## src/rtl/instr_fetch_unit_pkg.sv

```systemverilog
// Shared definitions for the instruction fetch unit.
// Holds the default address width and reset PC, the RV32I opcode constants
// used around the fetch/decode boundary, the canonical NOP, the fetch-entry
// record type and a small opcode-extraction helper.
package instr_fetch_unit_pkg;

  localparam int          DEFAULT_XLEN     = 32;
  localparam logic [31:0] DEFAULT_RESET_PC = 32'h0000_0000;

  localparam logic [6:0]  OP_RTYPE = 7'b0110011;
  localparam logic [6:0]  OP_ITYPE = 7'b0010011;
  localparam logic [6:0]  OP_LOAD  = 7'b0000011;
  localparam logic [6:0]  OP_STORE = 7'b0100011;

  // addi x0, x0, 0
  localparam logic [31:0] NOP_INSTR = 32'h0000_0013;

  typedef struct packed {
    logic [DEFAULT_XLEN-1:0] pc;
    logic [31:0]             instr;
  } fetch_entry_t;

  function automatic logic [6:0] opcodeOf(input logic [31:0] instr);
    return instr[6:0];
  endfunction

endpackage

```

## src/rtl/instr_fetch_unit_fifo.sv

```systemverilog
// Small register-based synchronous FIFO used twice by the fetch unit
// (PC-tag queue and instruction buffer).
// Ports:
//   clk, rst_n          clock, asynchronous active-low reset
//   push, pushData      write request and data
//   pop                 remove head (ignored when empty)
//   flush               empty the FIFO; same-cycle push/pop are ignored
//   popData             current head (combinational, valid when !empty)
//   count, full, empty  occupancy status
module fetch_fifo #(
  parameter int DEPTH = 2,
  parameter int WIDTH = 32
) (
  input  logic                       clk,
  input  logic                       rst_n,
  input  logic                       push,
  input  logic [WIDTH-1:0]           pushData,
  input  logic                       pop,
  input  logic                       flush,
  output logic [WIDTH-1:0]           popData,
  output logic [$clog2(DEPTH+1)-1:0] count,
  output logic                       full,
  output logic                       empty
);

  localparam int PTR_W = (DEPTH > 1) ? $clog2(DEPTH) : 1;
  localparam int CNT_W = $clog2(DEPTH + 1);

  logic [PTR_W-1:0] wrPtr, rdPtr;
  logic [CNT_W-1:0] countQ;
  logic             doPush, doPop;

  // Per-entry registers; the head must be visible in the same cycle it is
  // written back to decode, so storage is flops rather than a RAM.
  wire  [DEPTH-1:0][WIDTH-1:0] entries;

  function automatic logic [PTR_W-1:0] incPtr(input logic [PTR_W-1:0] p);
    if (p == PTR_W'(DEPTH - 1)) return '0;
    return p + PTR_W'(1);
  endfunction

  assign empty   = (countQ == '0);
  assign full    = (countQ == CNT_W'(DEPTH));
  assign count   = countQ;
  assign doPop   = pop && !flush && !empty;
  // A push into a full FIFO is only accepted when the head leaves the same cycle.
  assign doPush  = push && !flush && (!full || doPop);
  assign popData = entries[rdPtr];

  genvar gi;
  generate
    for (gi = 0; gi < DEPTH; gi++) begin : gEntry
      logic [WIDTH-1:0] entryQ;
      always_ff @(posedge clk or negedge rst_n) begin
        if (!rst_n) begin
          entryQ <= '0;
        end else if (doPush && (wrPtr == PTR_W'(gi))) begin
          entryQ <= pushData;
        end
      end
      assign entries[gi] = entryQ;
    end
  endgenerate

  always_ff @(posedge clk or negedge rst_n) begin
    if (!rst_n) begin
      wrPtr  <= '0;
      rdPtr  <= '0;
      countQ <= '0;
    end else if (flush) begin
      wrPtr  <= '0;
      rdPtr  <= '0;
      countQ <= '0;
    end else begin
      if (doPush) wrPtr <= incPtr(wrPtr);
      if (doPop)  rdPtr <= incPtr(rdPtr);
      unique case ({doPush, doPop})
        2'b10:   countQ <= countQ + CNT_W'(1);
        2'b01:   countQ <= countQ - CNT_W'(1);
        default: countQ <= countQ;
      endcase
    end
  end

`ifndef SYNTHESIS
  // Upstream credit accounting must make an overflowing push impossible.
  always_ff @(posedge clk) begin
    if (rst_n) begin
      assert (!(push && !flush && full && !doPop))
        else $error("fetch_fifo overflow");
    end
  end
`endif

endmodule

```

## src/rtl/instr_fetch_unit.sv

```systemverilog
// Fetch stage: owns the PC, issues in-order word requests to instruction
// memory, buffers returned words with their PCs and presents them to decode.
// Ports:
//   clk, rst_n                   clock, asynchronous active-low reset
//   imem_req_valid/ready/addr    fetch request channel (addr = word-aligned PC)
//   imem_rsp_valid/data          in-order responses, >= 1 cycle after acceptance
//   redirect_valid/pc            one-cycle PC redirect from branch/jump resolution
//   if_valid/ready               decode handshake
//   if_pc/instr/opcode           presented entry; opcode feeds the controller
module instr_fetch_unit
  import instr_fetch_unit_pkg::*;
#(
  parameter int              XLEN     = DEFAULT_XLEN,
  parameter logic [XLEN-1:0] RESET_PC = XLEN'(DEFAULT_RESET_PC),
  parameter int              DEPTH    = 2
) (
  input  logic            clk,
  input  logic            rst_n,
  output logic            imem_req_valid,
  input  logic            imem_req_ready,
  output logic [XLEN-1:0] imem_req_addr,
  input  logic            imem_rsp_valid,
  input  logic [31:0]     imem_rsp_data,
  input  logic            redirect_valid,
  input  logic [XLEN-1:0] redirect_pc,
  output logic            if_valid,
  input  logic            if_ready,
  output logic [XLEN-1:0] if_pc,
  output logic [31:0]     if_instr,
  output logic [6:0]      if_opcode
);

  localparam int CNT_W   = $clog2(DEPTH + 1);
  localparam int ENTRY_W = XLEN + 32;

  logic [XLEN-1:0]    pcQ, pcNext;
  logic [CNT_W-1:0]   inflightQ, inflightNext;
  logic [CNT_W-1:0]   dropQ, dropNext;
  logic               runQ;

  logic               reqFire, hasCredit, rspKeep;
  logic [XLEN-1:0]    rspPc;
  logic [ENTRY_W-1:0] bufHead;
  logic [CNT_W-1:0]   bufCount, tagCount;
  logic               bufFull, bufEmpty, tagFull, tagEmpty;
  logic               unusedSigs;

  // Requests in flight plus buffered words may never exceed DEPTH, which is
  // what keeps the instruction buffer from overflowing.
  assign hasCredit      = ({1'b0, inflightQ} + {1'b0, bufCount}) < (CNT_W + 1)'(DEPTH);
  // runQ holds off the first request until the first edge after reset release,
  // so the request is low for the whole reset period.
  assign imem_req_valid = runQ && hasCredit && !redirect_valid;
  assign imem_req_addr  = pcQ;
  assign reqFire        = imem_req_valid && imem_req_ready;
  assign rspKeep        = imem_rsp_valid && (dropQ == '0) && !redirect_valid;

  // PC tag for every accepted request; popped by every response, dropped or
  // not, so it always lines up with the in-order response stream.
  fetch_fifo #(.DEPTH(DEPTH), .WIDTH(XLEN)) uTagQueue (
    .clk      (clk),
    .rst_n    (rst_n),
    .push     (reqFire),
    .pushData (pcQ),
    .pop      (imem_rsp_valid),
    .flush    (1'b0),
    .popData  (rspPc),
    .count    (tagCount),
    .full     (tagFull),
    .empty    (tagEmpty)
  );

  fetch_fifo #(.DEPTH(DEPTH), .WIDTH(ENTRY_W)) uInstrBuf (
    .clk      (clk),
    .rst_n    (rst_n),
    .push     (rspKeep),
    .pushData ({rspPc, imem_rsp_data}),
    .pop      (if_valid && if_ready),
    .flush    (redirect_valid),
    .popData  (bufHead),
    .count    (bufCount),
    .full     (bufFull),
    .empty    (bufEmpty)
  );

  always_comb begin
    pcNext       = pcQ;
    inflightNext = inflightQ;
    dropNext     = dropQ;

    unique case ({reqFire, imem_rsp_valid})
      2'b10:   inflightNext = inflightQ + CNT_W'(1);
      2'b01:   inflightNext = inflightQ - CNT_W'(1);
      default: inflightNext = inflightQ;
    endcase

    if (redirect_valid) begin
      pcNext   = {redirect_pc[XLEN-1:2], 2'b00};
      // Everything still outstanding after this cycle belongs to the old path;
      // a response arriving now is already discarded and is not counted.
      dropNext = inflightNext;
    end else begin
      if (reqFire) pcNext = pcQ + XLEN'(4);
      if (imem_rsp_valid && (dropQ != '0)) dropNext = dropQ - CNT_W'(1);
    end
  end

  always_ff @(posedge clk or negedge rst_n) begin
    if (!rst_n) begin
      pcQ       <= RESET_PC;
      inflightQ <= '0;
      dropQ     <= '0;
      runQ      <= 1'b0;
    end else begin
      pcQ       <= pcNext;
      inflightQ <= inflightNext;
      dropQ     <= dropNext;
      runQ      <= 1'b1;
    end
  end

  // Outputs read zero whenever nothing is presented.
  assign if_valid  = !bufEmpty;
  assign if_pc     = if_valid ? bufHead[ENTRY_W-1:32] : '0;
  assign if_instr  = if_valid ? bufHead[31:0] : '0;
  assign if_opcode = opcodeOf(if_instr);

  assign unusedSigs = &{1'b0, redirect_pc[1:0], tagCount, tagFull, tagEmpty, bufFull};

endmodule

```

## config.mk

```make
export PLATFORM = sky130hd
export DESIGN_NAME = instr_fetch_unit
export DESIGN_NICKNAME = d
export VERILOG_FILES = /design/src/rtl/instr_fetch_unit_pkg.sv /design/src/rtl/instr_fetch_unit_fifo.sv /design/src/rtl/instr_fetch_unit.sv
export SDC_FILE = /design/constraint.sdc
export NUM_CORES = 1
export LEC_CHECK = 0
export ABC_AREA = 1
export BUFFER_PORTS_ARGS = -buffer_cell sky130_fd_sc_hd__buf_2
export CORE_ASPECT_RATIO = 0.5
export CORE_MARGIN = 5
export CORE_UTILIZATION = 45
export CTS_CLUSTER_SIZE = 24
export DETAILED_ROUTE_END_ITERATION = 12
export PLACE_DENSITY = 0.61
export RECOVER_POWER = 25
export SLEW_MARGIN = 20
export SYNTH_ARGS = -nofsm -noshare
export SYNTH_HDL_FRONTEND = slang
export SYNTH_HIERARCHICAL = 1
export SYNTH_SLANG_ARGS = --single-unit
```

## constraint.sdc

```tcl
create_clock -name clk -period 5.4 [get_ports clk]
set_input_delay 0.54 -clock clk [delete_from_list [all_inputs] [get_ports clk]]
set_output_delay 0.54 -clock clk [all_outputs]
set_load 0.01 [all_outputs]
```

==> metrics.cfg <==
[worst_setup_path]
slowest_delay_ns=2.90
cp.arrival_ns=3.51
required_ns=5.12
critPathTopFamily=buffers and inverters
endpoint=uInstrBuf/gEntry[1].entryQ[60]
crit_fanout=80
cp_num_cells=1
r2r_slack_ns=1.64
worst-path-buf-inv=1
crit_path_cell_trace=clkdlybuf4s25_1
rr_worst_depth=13
crit_path_end_kind=async pin
rr_startpoint=uInstrBuf/count[0]
cp-start-kind=primary input
slowest_stage=clkdlybuf4s25_1
critPathLaunch=rst_n
r2r_end=uTagQueue/gEntry[0].entryQ[28]
worstSetupPathType=in -> async

[pwr]
powerDensity_nw_per_um2=405
swShare=0.318
seq_power_share=0.448
p_leak_nw=7.14
power_switching_mw=1.82
clockPowerShare=0.282
ir_drop_mv=0.191
p_comb_frac=0.271
internal_power_mw=3.90

[floorplan]
fp-row-count=43
die_area_um2=31700
start_util=0.457
die_w_um=247
fp.coreArea_um2=27700
die_height_um=128
design.portCount=175

[timing]
tightestPinTransition_ns=3.90
max_freq_mhz=264
skew_ns=0.0148
drv_slew=80
setup_violations=0
fin_ws_ns=1.61
final.period_utilization=0.703
min_period_ns=3.79
rsz0062_at_grt=false
final-hold-violation-count=0
slew-limit-headroom=-1.60
fin_tns_setup_ns=0

[place]
io_buffers=170
place.gp.congestion=0.832
place_ws_ns=1.63
postPlaceCellArea_um2=13400
dp_hpwl_mm=19.1
dp_cells=1910

[grt]
grt-busiest-layer=met2
antenna_found_initial=1
grt_max_degree=157
global_route.usage.met1=0.260
grt_usage=0.184
gr-usage-met3=0.0347
grt_pass1_vias=9562
use_met2=0.299
overflow=0
grt_pass1_wl_mm=48.4

[synthesis]
ys_warn_count=6
netlist_instances=1425
syn_area_um2=12600
avgSynthCellArea_um2=8.86

[cts]
path_clk_slew_ns=0.06
ctsHoldBuffers=0
clock_path_buffers=3
cts_tree=done
post_cts_buffers=0
root_buffer=clkbuf_16
cts_resized=0
numClockSinks=235
cts_buffers=23
cts_max_level=1
clock_latency_ns=0.52

[detailed_routing]
drc=0
dr.pass1.iters=5
viasPerCell=4.91
vias=9560
wl_mm=29.3
wire_per_inst_um=15.0
ant_nets=0
drtIter0Drc=586

[cells_and_area]
n_antenna_cell=0
layout_common_cells=nand2_1, dfrtp_1, inv_1
final_area_um2=14100
stdcell_count=1947
drive_gt1_frac=0.312
mostFrequentLayoutCell=nand2_1
syn2layout_area_growth_pct=12.0
layout.nets=1627
fill_cells=2687

[run_status]
violations=max-capacitance violations, max-slew violations
status=finished with violations

[worst_hold_path]
hold_path.class=in -> reg
min_from=redirect_pc[15]

[run]
drv_cap=1

## worst min path at each step
stage,end,depth (start not counted)
after CTS,imem_req_addr[3],1
after global placement,uInstrBuf/gEntry[1].entryQ[28],2
final,imem_req_addr[15],3
after floorplan,dropQ[0],0
after global routing,imem_req_addr[14],3
after detailed placement,uInstrBuf/gEntry[1].entryQ[40],2
## cell type report
| type | instances | area, um2 | area share |
|---|---|---|---|
| Sequential cell | 235 | 5880 | 0.416 |
| Inverter | 222 | 833 | 0.0589 |
| Multi-Input combinational cell | 895 | 5290 | 0.374 |
| Clock buffer | 30 | 622 | 0.0440 |
| Timing Repair Buffer | 176 | 926 | 0.0655 |
| Clock inverter | 7 | 113 | 0.00796 |
| Tap cell | 382 | 478 | 0.0338 |
## registers in the layout, summed over array words and instances, names as in the netlist
signal	cells
dropQ	2
uInstrBuf/count	2
uInstrBuf/wrPtr	1
uTagQueue/wrPtr	1
uTagQueue/count	2
runQ	1
uInstrBuf/gEntry.entryQ	128
uTagQueue/gEntry.entryQ	64
inflightQ	2
uInstrBuf/rdPtr	1
uTagQueue/rdPtr	1
imem_req_addr	30
## tightest hold or removal path, stage by stage
cell     delay [ns]
buf_2          0.08
nand2_1        0.04
nand3_1        0.06
## per-stage QoR
stage	power (mW)	hold slack, ns	util
3_3_place_gp	4.07	0.458	0.485
5_1_grt	6.14	0.242	0.511
6_report	5.73	0.238	0.511
2_1_floorplan	3.77	0.244	-
4_1_cts	5.80	0.0233	0.512
3_5_place_dp	4.15	0.464	0.485
## power groups by stage
stage               Clock [mW]  Sequential [mW]  Combinational (mW)
finish                    1.62             2.56                1.55
global route              1.74             2.63                1.77
CTS                       1.67             2.56                1.58
detailed placement           0             2.59                1.56
global placement             0             2.56                1.51
floorplan                    0             2.52                1.25
## metal layers
| metal | vias up | share of wire |
|---|---|---|
| li1 | 4718 | - |
| met2 | 192 | 0.46 |
| met4 | 2 | 0.019 |
| met5 | - | 0.00024 |
| met3 | 42 | 0.042 |
| met1 | 4606 | 0.48 |
No activity file was read; power rests on OpenSTA's default activity.
